**config.mk**
```make
export PLATFORM = sky130hd
export DESIGN_NAME = vga_timing_gen
export DESIGN_NICKNAME = d
export VERILOG_FILES = /design/src/rtl/vga_timing_gen.sv
export SDC_FILE = /design/constraint.sdc
export NUM_CORES = 1
export LEC_CHECK = 0
export CORE_MARGIN = 2
export CORE_UTILIZATION = 65
export DETAILED_ROUTE_END_ITERATION = 12
export DONT_BUFFER_PORTS = 1
export PLACE_DENSITY = 0.86
export SLEW_MARGIN = 15
export SYNTH_ARGS = -nofsm -noshare
export SYNTH_HDL_FRONTEND = slang
export SYNTH_SLANG_ARGS = --single-unit
```
**constraint.sdc**
```tcl
create_clock -name clk -period 7.03 [get_ports clk]
set_input_delay 1.406 -clock clk [delete_from_list [all_inputs] [get_ports clk]]
set_output_delay 1.406 -clock clk [all_outputs]
set_load 0.02 [all_outputs]
```
**src/rtl/vga_timing_gen.sv**
```systemverilog
// vga_timing_gen: pixel-timing generator for the screen-controller chain.
// Produces registered hcount/vcount plus hsync/vsync/hblnk/vblnk, all aligned
// to the same pixel. Default timing is 800x600@60 Hz at a 40 MHz pixel clock.
// Optional build macro VGA_TIMING_FRAME_TICK_EN adds a once-per-frame
// frame_tick output at the first blank pixel of the last visible line.
module vga_timing_gen #(
  parameter int   H_ACT    = 800,
  parameter int   H_FP     = 40,
  parameter int   H_SYNC   = 128,
  parameter int   H_BP     = 88,
  parameter int   V_ACT    = 600,
  parameter int   V_FP     = 1,
  parameter int   V_SYNC   = 4,
  parameter int   V_BP     = 23,
  parameter logic SYNC_POL = 1'b1
) (
  input  logic        clk,
  input  logic        rst_n,
  input  logic        en,
  output logic [10:0] hcount,
  output logic [10:0] vcount,
  output logic        hsync,
  output logic        vsync,
  output logic        hblnk,
  output logic        vblnk
`ifdef VGA_TIMING_FRAME_TICK_EN
  ,
  output logic        frame_tick
`endif
);

  localparam int H_TOT = H_ACT + H_FP + H_SYNC + H_BP;
  localparam int V_TOT = V_ACT + V_FP + V_SYNC + V_BP;

  // Counters are 11 bits wide, so neither total may exceed 2048.
  generate
    if (H_TOT > 2048 || V_TOT > 2048) begin : g_bad_total
      $error("vga_timing_gen: H_TOT=%0d / V_TOT=%0d exceed 2048", H_TOT, V_TOT);
    end
  endgenerate

  // Decode boundaries are 12 bits so an end-of-sync value of 2048 still fits.
  localparam logic [11:0] H_ACT_C    = 12'(H_ACT);
  localparam logic [11:0] H_SSTART_C = 12'(H_ACT + H_FP);
  localparam logic [11:0] H_SEND_C   = 12'(H_ACT + H_FP + H_SYNC);
  localparam logic [11:0] V_ACT_C    = 12'(V_ACT);
  localparam logic [11:0] V_SSTART_C = 12'(V_ACT + V_FP);
  localparam logic [11:0] V_SEND_C   = 12'(V_ACT + V_FP + V_SYNC);
  localparam logic [10:0] H_LAST_C   = 11'(H_TOT - 1);
  localparam logic [10:0] V_LAST_C   = 11'(V_TOT - 1);

  logic [1:0]  rst_sync_q, rst_sync_d;
  logic        advance;
  logic [10:0] hcount_q, hcount_d;
  logic [10:0] vcount_q, vcount_d;
  logic        hsync_q, hsync_d;
  logic        vsync_q, vsync_d;
  logic        hblnk_q, hblnk_d;
  logic        vblnk_q, vblnk_d;
  logic [11:0] h_next_ext, v_next_ext;

  // Release synchroniser: reset asserts at once, deasserts after two edges.
  always_comb begin
    rst_sync_d = {rst_sync_q[0], 1'b1};
  end

  // Synchroniser flops.
  always_ff @(posedge clk or negedge rst_n) begin
    if (!rst_n) rst_sync_q <= 2'b00;
    else        rst_sync_q <= rst_sync_d;
  end

  assign advance = en & rst_sync_q[1];

  // Next counter values; everything holds when not advancing.
  always_comb begin
    hcount_d = hcount_q;
    vcount_d = vcount_q;
    if (advance) begin
      if (hcount_q == H_LAST_C) begin
        hcount_d = 11'd0;
        vcount_d = (vcount_q == V_LAST_C) ? 11'd0 : vcount_q + 11'd1;
      end else begin
        hcount_d = hcount_q + 11'd1;
      end
    end
  end

  assign h_next_ext = {1'b0, hcount_d};
  assign v_next_ext = {1'b0, vcount_d};

  // Strobes decoded from the next counters so they register in step with them.
  // vsync only depends on vcount, so it can only move at the line wrap.
  always_comb begin
    hsync_d = hsync_q;
    vsync_d = vsync_q;
    hblnk_d = hblnk_q;
    vblnk_d = vblnk_q;
    if (advance) begin
      hblnk_d = (h_next_ext >= H_ACT_C);
      vblnk_d = (v_next_ext >= V_ACT_C);
      hsync_d = ((h_next_ext >= H_SSTART_C) && (h_next_ext < H_SEND_C)) ? SYNC_POL : ~SYNC_POL;
      vsync_d = ((v_next_ext >= V_SSTART_C) && (v_next_ext < V_SEND_C)) ? SYNC_POL : ~SYNC_POL;
    end
  end

  // Output registers; async reset drops the frame back to the origin.
  always_ff @(posedge clk or negedge rst_n) begin
    if (!rst_n) begin
      hcount_q <= 11'd0;
      vcount_q <= 11'd0;
      hsync_q  <= ~SYNC_POL;
      vsync_q  <= ~SYNC_POL;
      hblnk_q  <= 1'b0;
      vblnk_q  <= 1'b0;
    end else begin
      hcount_q <= hcount_d;
      vcount_q <= vcount_d;
      hsync_q  <= hsync_d;
      vsync_q  <= vsync_d;
      hblnk_q  <= hblnk_d;
      vblnk_q  <= vblnk_d;
    end
  end

  assign hcount = hcount_q;
  assign vcount = vcount_q;
  assign hsync  = hsync_q;
  assign vsync  = vsync_q;
  assign hblnk  = hblnk_q;
  assign vblnk  = vblnk_q;

`ifdef VGA_TIMING_FRAME_TICK_EN
  localparam logic [10:0] V_TICK_ROW_C = 11'(V_ACT - 1);

  logic frame_tick_q, frame_tick_d;

  // Tick marks the first blank pixel of the last visible line.
  always_comb begin
    frame_tick_d = frame_tick_q;
    if (advance) begin
      frame_tick_d = (h_next_ext == H_ACT_C) && (vcount_d == V_TICK_ROW_C);
    end
  end

  // Frame tick register.
  always_ff @(posedge clk or negedge rst_n) begin
    if (!rst_n) frame_tick_q <= 1'b0;
    else        frame_tick_q <= frame_tick_d;
  end

  assign frame_tick = frame_tick_q;
`endif

endmodule
```
Word-level counts from Yosys, hierarchy flattened
Cells that the tools add are included.
W data, S select, Z words.
{"block": "op_classes", "order_cmp": 6, "bitwise": 1, "addsub": 2, "mux": 7, "eq_ne": 2, "reduce_logical": 2}
{"cell": "$mux W11", "count": 5}
{"cell": "$ge A11 B10 Y1 const B", "count": 4}
{"cell": "$add A11 B1 Y11 const B", "count": 2}
{"cell": "$lt A11 B10 Y1 const B", "count": 2}
{"cell": "$eq A11 B10 Y1 const B", "count": 1}
{"cell": "$eq A11 B11 Y1 const B", "count": 1}
{"cell": "$logic_and A1 B1 Y1", "count": 2}
{"cell": "$mux W1", "count": 2}
{"cell": "$and A1 B1 Y1", "count": 1}
{"block": "totals", "word_cells": 27, "register_bits": 28, "output_inout_bits": 26, "input_bits": 3}

Depth between registers and ports, before layout
Gate-level depths: netlist of the first run.
{"block": "depth", "word_depth": 7, "mapped_depth": 8, "mapped_depth_nobuf": 7}

Least setup slack after synthesis of the first run
No wires, ideal clock.
{"block": "synth_path", "path_kind": "input to register", "from": "in en", "to": "reg vsync_q (netlist: vsync)", "stages": 7, "arrival_ns": 3.020, "slack_ns": 3.943, "required_ns": 6.963, "setup_ns": 0.067, "path_buffers": 1, "path_cell_list": "and4_1 -> buf_2 -> nand3_2 -> or4_4 -> a22oi_2 -> nor4b_2 -> a32o_1"}
{"block": "synth_between", "elab_chain_cells": 5, "word_cells_on_any_way": 6, "cone_classes": "order compare: 2; mux: 2; bitwise: 1; reduce/logical: 1"}
{"item": "start, declared", "line_no": "19", "source": "input logic en,"}
{"item": "$and A1 B1 Y1 *", "line_no": "73", "source": "assign advance = en & rst_sync_q[1];"}
{"item": "$mux W11", "line_no": "79", "source": "if (advance) begin"}
{"item": "$ge A11 B10 Y1 or $lt A11 B10 Y1 (tied branches)", "line_no": "103", "source": "vsync_d = ((v_next_ext >= V_SSTART_C) && (v_next_ext < V_SEND_C)) ? SYNC_POL : ~SYNC_POL;"}
{"item": "$logic_and A1 B1 Y1", "line_no": "103"}
{"item": "$mux W1", "line_no": "103"}
{"item": "end signal, assigned", "line_no": "113", "source": "vsync_q <= ~SYNC_POL;"}
{"item": "end signal, assigned", "line_no": "120", "source": "vsync_q <= vsync_d;"}
{"item": "end, declared", "line_no": "57", "source": "logic vsync_q, vsync_d;"}
Every way passes the cells marked *; elsewhere a longest branch is shown, timed or not.
A chain may end at the register's enable or synchronous reset.

Final worst setup path of the first run
Ends and elaborated chain as after synthesis.

==> results of run 1 <==
==> flip-flops by register name, indices dropped and copies added, names as in the netlist <==
name        count
vcount         11
rst_sync_q      2
hcount         11
hsync           1
vsync           1
vblnk           1
hblnk           1
==> per-stage QoR <==
stage | setup WS, ns | hold WS, ns
5_1_grt | 3.91 | 0.380
3_5_place_dp | 3.71 | 0.343
6_report | 4.02 | 0.372
4_1_cts | 4.05 | 0.376
2_1_floorplan | 3.94 | 0.331
3_3_place_gp | 3.80 | 0.340
==> final cells by class <==
cell class	count	area (µm²)	share of cell area, %
multi-input cells	122	848	51.4
flip-flops and latches	28	701	42.5
clock buffers	4	36.3	2.20
well taps	28	35.0	2.12
inverters	8	30.0	1.82
==> power groups by stage <==
stage,clock network (mW),logic [mW],registers (mW)
3_3_place_gp,0,0.0299,0.212
5_1_grt,0.0845,0.0365,0.213
4_1_cts,0.0789,0.0324,0.210
3_5_place_dp,0,0.0323,0.213
6_report,0.0786,0.0322,0.210
2_1_floorplan,0,0.0259,0.208
==> cells by family (layout without fill, tap and decap cells) <==
logic type	count (synthesis)	after routing	synth area share (%)
AO/OA/AOI/OAI	33	33	14.9
XOR/XNOR	12	12	6.62
adder cells (fa/ha/maj)	2	2	1.58
buffers and inverters	10	12	2.44
flip-flops	28	28	44.1
multiplexers	2	2	1.34
other	1	1	0.236
AND/OR/NAND/NOR	72	72	28.8
==> layout by cell type, fill, tap and decap left out, types with 2 or more instances in the layout <==
| master | synthesis | layout |
|---|---|---|
| and3_1 | 2 | 2 |
| ha_1 | 2 | 2 |
| and4_1 | 4 | 4 |
| and2_1 | 2 | 2 |
| nor3_1 | 6 | 6 |
| nor4_1 | 2 | 2 |
| clkbuf_4 | 0 | 3 |
| nand4_1 | 6 | 6 |
| a211oi_1 | 2 | 2 |
| o21ai_0 | 6 | 6 |
| a21oi_1 | 4 | 4 |
| a22oi_1 | 2 | 2 |
| or3_1 | 2 | 2 |
| inv_1 | 8 | 8 |
| nand2_1 | 22 | 22 |
| xor2_1 | 7 | 7 |
| nor2_1 | 2 | 2 |
| nand3_2 | 2 | 2 |
| a31oi_1 | 5 | 5 |
| xnor2_1 | 5 | 5 |
| nor4b_2 | 2 | 2 |
| dfrtp_1 | 28 | 28 |
| or4b_4 | 2 | 2 |
| o21a_1 | 2 | 2 |
| nand3_1 | 11 | 11 |
==> layer usage <==
layer	GRT usage, %	vias up	routed length (µm)
met3	5.65	5	250
met4	8.55	0	34
met2	46.7	55	1730
met5	0	-	0
met1	38.2	639	1550
li1	-	612	-
==> worst max-delay path by stage <==
stage               startpoint    end  cells past startpoint
finish                      en  vsync                      6
global route                en  vsync                      6
CTS                         en  vsync                      6
detailed placement          en  vsync                      6
global placement            en  vsync                      6
floorplan                   en  vsync                      7
==> worst register-to-register path, stage by stage, from the launching register on <==
cell	delay (ns)
dfrtp_1	0.59
ha_1	0.29
nor4b_1	0.56
nand3_1	0.37
a22oi_1	0.32
a22oi_2	0.10
a221o_1	0.32
o22a_1	0.18
==> results.toml, run 1 <==
[pwr]
netSwitchingFraction_pct = 32.1
peakVddDrop_mv = 0.209
combPwrFrac_pct = 10.0
seq_power_share_pct = 65.5
p_sw_mw = 0.103
p_leak_nw = 0.741
intPower_mw = 0.218
clockPowerShare_pct = 24.5
power_density_nw_per_um2 = 195
p_total_mw = 0.321

[worst_setup_path]
r2r_cells = 7
crit_buf_inv = 0
crit_path_start_kind = "input port"
r2r_setup_slack_ns = 4.21
end_kind = "register"
worstPathCellList = "and4_1 -> nand3_2 -> or4_4 -> a22oi_2 -> nor4b_2 -> a32o_1"
crit_required_ns = 7.30
r2r-end = "vblnk"
critPathKind = "input port to register"
crit_family = "simple AND/OR/NAND/NOR gates"
r2r-start = "vcount[0]"
cp_max_fo = 10
crit_path_max_incr_delay_ns = 0.56
cpMaxStageDelayCell = "or4_4"
arrival_ns = 3.28

[routing]
drtPass1Iterations = 4
drc = 0
first_iter_violations = 53
routed_via_density = 6.90
routed_wl_um = 3560
avgRoutedWirePerCell_um = 18.7
ant_nets = 0
vias = 1311

[sta]
worst_slew_pin_slew_ns = 0.636
hold_violations = 0
rsz0062_at_grt = "false"
period_share_pct = 42.8
setup_tns_ns = 0
skew_ns = 0.00397
period_needed_ns = 3.01
slew_headroom_pct = 57.0
fmax_ghz = 0.332
setup_viol_count_final = 0
slew_viol_final = 0

[worst_hold_path]
hold_start = "rst_sync_q[0]"
hold_path_depth = 0
hold_end = "rst_sync_q[1]"
hp-class = "register to register"

[logic_synthesis]
syn_inst = 160
synth-seq-area-share_pct = 44.1
synth.area.top_cells = "dfrtp_1 44%, nand2_1 5.2%, xor2_1 3.9%, nand3_1 3.5%, xnor2_1 2.8%"
yosysMostFrequentCell = "dfrtp_1"
synth.distinct_cells = 48
netlist.area_leader.share_pct = 44.1
synth-async-reset-ratio_pct = 100
syn-num-nets = 165
ys_warn_count = 0
synth_area_per_cell_um2 = 9.92
synth-edff-count = 0
synth_top_cell_by_area = "dfrtp_1"
synth_area_um2 = 1590
synth_ff_type = "dfrtp_1"
ys_ff_latch = 28
synthTopCellsByCount = "28 x dfrtp_1, 22 x nand2_1, 11 x nand3_1"

[clock_tree]
cts_setup_buffers = 0
root_buffer = "clkbuf_4"
cts-resized-gates = 0
numClockSinks = 28
cts_tree = "yes"
clk_latency_ns = 0.33
htreeDepth = 1
clkTransAtPathRegs_ns = 0.15
ctsLongestPathBuffers = 2
cts-hold-fix-buffers = 0
cts_buffers = 3

[global_routing]
grt-ovfl-total = 0
grt_pass1_vias = 1230
grt_pass1_wl_um = 5800
gr-usage-all-layers_pct = 28.6
antenna_found_initial = 0
grt_start_max_net_pins = 29

[floorplanning]
die_w_um = 53.4
core_um2 = 2250
io_pins = 29
start_util_pct = 70.4
die_area_um2 = 2850
placementRows = 17
fp.dieH_um = 53.4

[job]
cap_violations = 0

[place]
gp_congestion = 0.894
portBuffers = 0
dp.cells = 186
dp_hpwl_um = 2720
place_area_um2 = 1610

[final_layout]
area_growth_syn_to_layout_pct = 3.94
antenna_cells = 0
final_nets = 168
final_layout_size_suffix_gt1_share_pct = 9.88
fin_util_pct = 73.2
fill_cells = 186
finalInstanceArea_um2 = 1650
fin_cells = 190

[status]
status = "finished clean"
No activity file was read; power rests on OpenSTA's default activity.
==> run 2, diff against run 1 <==
CORE_UTILIZATION = 56   (was 65)
PLACE_DENSITY = 0.79   (was 0.86)
clock period = 2.47 ns   (was 7.03 ns; I/O delays follow)
==> run 2 against run 1 <==
  * Final area rose by 16%
  * Combinational power rose to 7.5 times the previous value
  * Via count rose by 9.8%
  * Largest power group unchanged
  * Clock skew fell by 0.00065 ns
  * First-iteration DRC count rose by 55%
  * Sequential cell count did not move
  * Clock power rose to 3.8 times the previous value
  * Sequential share of layout area fell by 5.9 points
  * Setup slack got worse by 3.9 ns
  * Cell count rose by 15%
==> results.toml, run 2 (same netlist as run 1, synthesis figures left out) <==
[global_routing]
gr-usage-all-layers_pct = 24.9
met1_usage_pct = 31.7
grt_busiest_layer = "met2"
groute.layer.met3.usage_pct = 6.12
grt_pass1_vias = 1365
antenna_found_initial = 0
grt_pass1_wl_um = 6250
grt-ovfl-total = 0
grt_start_max_net_pins = 29
met2_usage_pct = 42.0

[sta]
fmax_ghz = 0.431
setup_viol_count_final = 0
period_needed_ns = 2.32
hold_violations = 0
skew_ns = 0.00332
setup_tns_ns = 0
slew_viol_final = 0
rsz0062_at_grt = "false"
timing.final.ws_setup_ns = 0.150
holdWs_ns = 0.367
period_share_pct = 93.9

[worst_hold_path]
hold_path_depth = 0
hp-class = "register to register"
hold_start = "rst_sync_q[0]"
hold_end = "rst_sync_q[1]"

[worst_setup_path]
r2r-start = "hcount[6]"
arrival_ns = 2.60
crit_path_start_kind = "register"
cp_max_fo = 5
crit_required_ns = 2.75
critPathKind = "register to register"
r2r-end = "vsync"
r2r_setup_slack_ns = 0.15
r2r_cells = 7
end_kind = "register"

[floorplanning]
placementRows = 19
start_util_pct = 58.1
die_area_um2 = 3280
die_w_um = 57.2
io_pins = 29
fp.dieH_um = 57.2
core_um2 = 2730

[pwr]
p_total_mw = 1.07
power_density_nw_per_um2 = 560
p_leak_nw = 0.884
peakVddDrop_mv = 0.502

[clock_tree]
ctsLongestPathBuffers = 2
numClockSinks = 28
clk_latency_ns = 0.33
cts_buffers = 3
clkTransAtPathRegs_ns = 0.15
cts_setup_buffers = 0
cts_tree = "yes"
root_buffer = "clkbuf_4"
htreeDepth = 1

[final_layout]
final_nets = 193
fin_util_pct = 70.1
area_growth_syn_to_layout_pct = 20.6
antenna_cells = 0
final_common_cell = "dfrtp_1"
final_cell_mix = "28 x dfrtp_1, 23 x buf_4, 22 x nand2_1"
final_layout_size_suffix_gt1_share_pct = 24.1

[place]
dp_hpwl_um = 3010
place_ws_ns = 0.0794
gp_congestion = 0.903
portBuffers = 0

[routing]
drtPass1Iterations = 4
avgRoutedWirePerCell_um = 18.1
ant_nets = 0
vias = 1440
routed_wl_um = 3940
drc = 0
first_iter_violations = 82
routed_via_density = 6.61

[job]
cap_violations = 0

[status]
status = "finished clean"
## run 2: report_power, final
| group | internal, mW | switching, mW | total [mW] |
|---|---|---|---|
| Clock | 0.164 | 0.138 | 0.302 |
| Combinational | 0.0879 | 0.153 | 0.241 |
| Sequential | 0.495 | 0.0347 | 0.530 |
| Total | 0.747 | 0.325 | 1.07 |
## run 2: cell type report
type | count | area, µm²
multi-input combinational | 122 | 891
clock inverter | 1 | 30.0
timing repair buffer | 25 | 203
fill | 189 | 818
inverter | 8 | 30.0
sequential | 28 | 701
tap | 31 | 38.8
clock buffer | 3 | 22.5
## run 2: stage by stage
stage	cell area, µm²	std cells
finish	1920	218
global route	1920	218
CTS	1870	218
detailed placement	1790	212
global placement	1790	212
floorplan	1590	160
## run 2: how the worst max path moves through the flow
stage	start	endpoint
3_5_place_dp	hcount[6]	vblnk
4_1_cts	hcount[6]	vsync
6_report	hcount[6]	vsync
2_1_floorplan	hcount[6]	vsync
5_1_grt	hcount[6]	vsync
3_3_place_gp	hcount[6]	vblnk
## run 2: repair_timing
item,4_1_cts,5_1_grt
hold buffers,2,0
resized for setup,0,7
hold endpoints to repair,28,0
endpoints found under the setup margin,0,2
## run 2: worst max-delay path: stages (launching register included)
cell	delay, ns
dfrtp_1	0.41
buf_4	0.18
nor4b_4	0.34
nand3_2	0.16
or4_4	0.51
a22oi_2	0.22
nor4b_4	0.26
a32o_1	0.19
## run 2: metal layers
layer	part of all wire [%]	up-vias	routed length, µm
met2	51	71	2020
met1	40	697	1560
met5	0	-	0
li1	-	667	-
met3	8.2	5	325
met4	0.99	0	39
==> run 3, diff against run 2 <==
CORE_ASPECT_RATIO = 0.5   (was unset)
CTS_CLUSTER_DIAMETER = 30   (was unset)
==> run 3 against run 2 <==
  * Largest cell class unchanged
  * Combinational power up 2%
  * Via count up 3.6%
  * Clock power down 4%
  * Global-route usage up 1.7 points
  * Sequential share of layout area down 0.96 points
  * Die area up 0.80%
  * Highest routed layer unchanged
==> results.toml, run 3 (same netlist as run 1, synthesis figures left out) <==
[status]
status = "finished clean"

[worst_setup_path]
r2r_setup_slack_ns = 0.07
critPathKind = "register to register"
cp_max_fo = 5
crit_required_ns = 2.69
crit_path_start_kind = "register"
r2r-start = "hcount[6]"
end_kind = "register"
arrival_ns = 2.62
crit_start = "hcount[6]"

[clock_tree]
cts_buffers = 3
cts_tree = "yes"
clk_latency_ns = 0.28
root_buffer = "clkbuf_8"
ctsLongestPathBuffers = 2
clkTransAtPathRegs_ns = 0.10
numClockSinks = 28
htreeDepth = 1

[sta]
timing.final.ws_setup_ns = 0.0705
skew_ns = 0.00340
setup_viol_count_final = 0
hold_violations = 0
holdWs_ns = 0.0188
period_share_pct = 97.1
rsz0062_at_grt = "true"
slew_viol_final = 0
period_needed_ns = 2.40
fmax_ghz = 0.417

[global_routing]
antenna_found_initial = 0
groute.layer.met3.usage_pct = 7.61
grt_pass1_vias = 1422
met1_usage_pct = 34.4
grt_pass1_wl_um = 6730
met2_usage_pct = 43.1
grt-ovfl-total = 0
grt_start_max_net_pins = 29
grt_busiest_layer = "met2"
gr-usage-all-layers_pct = 26.6

[final_layout]
antenna_cells = 0
final_common_cell = "buf_4"
fin_cells = 230
final_layout_size_suffix_gt1_share_pct = 27.5
multi_input_area_um2 = 892
area_growth_syn_to_layout_pct = 24.1
final_cell_mix = "30 x buf_4, 27 x dfrtp_1, 22 x nand2_1"
final_nets = 199
finalInstanceArea_um2 = 1970
regArea_um2 = 702
fill_cells = 185

[routing]
drc = 0
first_iter_violations = 115
drtPass1Iterations = 4
routed_via_density = 6.49
vias = 1492
ant_nets = 0
routed_wl_um = 4290
avgRoutedWirePerCell_um = 18.6

[job]
cap_violations = 0

[pwr]
power_density_nw_per_um2 = 542
p_leak_nw = 0.915
peakVddDrop_mv = 0.386

[floorplanning]
io_pins = 29
fp.dieH_um = 41.7
die_w_um = 79.3
start_util_pct = 59.9
core_um2 = 2650
placementRows = 13
die_area_um2 = 3300

[place]
place_ws_ns = 0.00249
place_area_um2 = 1830
dp_hpwl_um = 3000
dp.cells = 222
gp_congestion = 1.02
portBuffers = 0

[worst_hold_path]
hp-class = "input port to async pin"
[run 3: cell types whose count changed in the layout (fill, tap and decap cells not counted)]
cell / previous run / this run
nor3_2: 2 / 1
dfrtp_2: 0 / 1
nor3_1: 5 / 6
dfrtp_1: 28 / 27
bufinv_16: 1 / 0
buf_4: 23 / 30
a31oi_2: 1 / 2
clkbuf_8: 0 / 4
a31oi_1: 4 / 3
dlygate4sd3_1: 1 / 0
clkbuf_4: 3 / 0
[run 3: per-stage QoR]
step           total power [mW]  utilization, %  TNS, ns
6_report                   1.07            74.3        0
5_1_grt                    1.13            74.3  -0.0299
4_1_cts                    1.06            72.6        0
3_5_place_dp              0.757            68.9        0
3_3_place_gp              0.750            68.9        0
2_1_floorplan             0.666               -        0
[run 3: worst paths after layout]
| path | endpoint | depth (start not counted) |
|---|---|---|
| max | vsync | 7 |
| min | rst_sync_q[0] | 1 |
| max reg2reg | vsync | 7 |
| min reg2reg | rst_sync_q[1] | 0 |
| max in group asynchronous | hcount[9] | 1 |
| min in group clk | rst_sync_q[1] | 0 |
[run 3: final cells by class]
cell class	count	share of cell area (%)
Timing Repair Buffer	31	12.4
Sequential cell	28	35.6
Inverter	8	1.52
Multi-Input combinational cell	122	45.3
Tap cell	37	2.35
Clock buffer	4	2.79
[run 3: where the power goes]
part	leakage [nW]	switching (mW)	internal [mW]
registers	0.371	0.0372	0.495
logic	0.516	0.153	0.0932
clock network	0.0288	0.147	0.143
[run 3: layer usage]
layer	wire, µm	share of wire [%]	vias up
met5	0	0	-
met4	150	3.5	0
met3	329	7.7	18
met2	2020	47	81
met1	1780	42	722
li1	-	-	671
[run 3: critical path, cell delays in order, from the launching register on]
cell and delay (ns):
dfrtp_1 0.44, buf_4 0.16, nor4b_4 0.30, nand3_2 0.18, or4_4 0.52, a22oi_2 0.21, nor4b_4 0.31, a32o_1 0.22
[run 3: what timing repair did]
| item | 4_1_cts | 5_1_grt |
|---|---|---|
| cloned | 0 | 0 |
| setup endpoints to repair | 2 | 2 |
| buffers inserted | 0 | 3 |
| gates resized for setup | 3 | 5 |
| hold endpoints to repair | 28 | 0 |
| hold buffers | 1 | 0 |
| pin swaps | 1 | 7 |
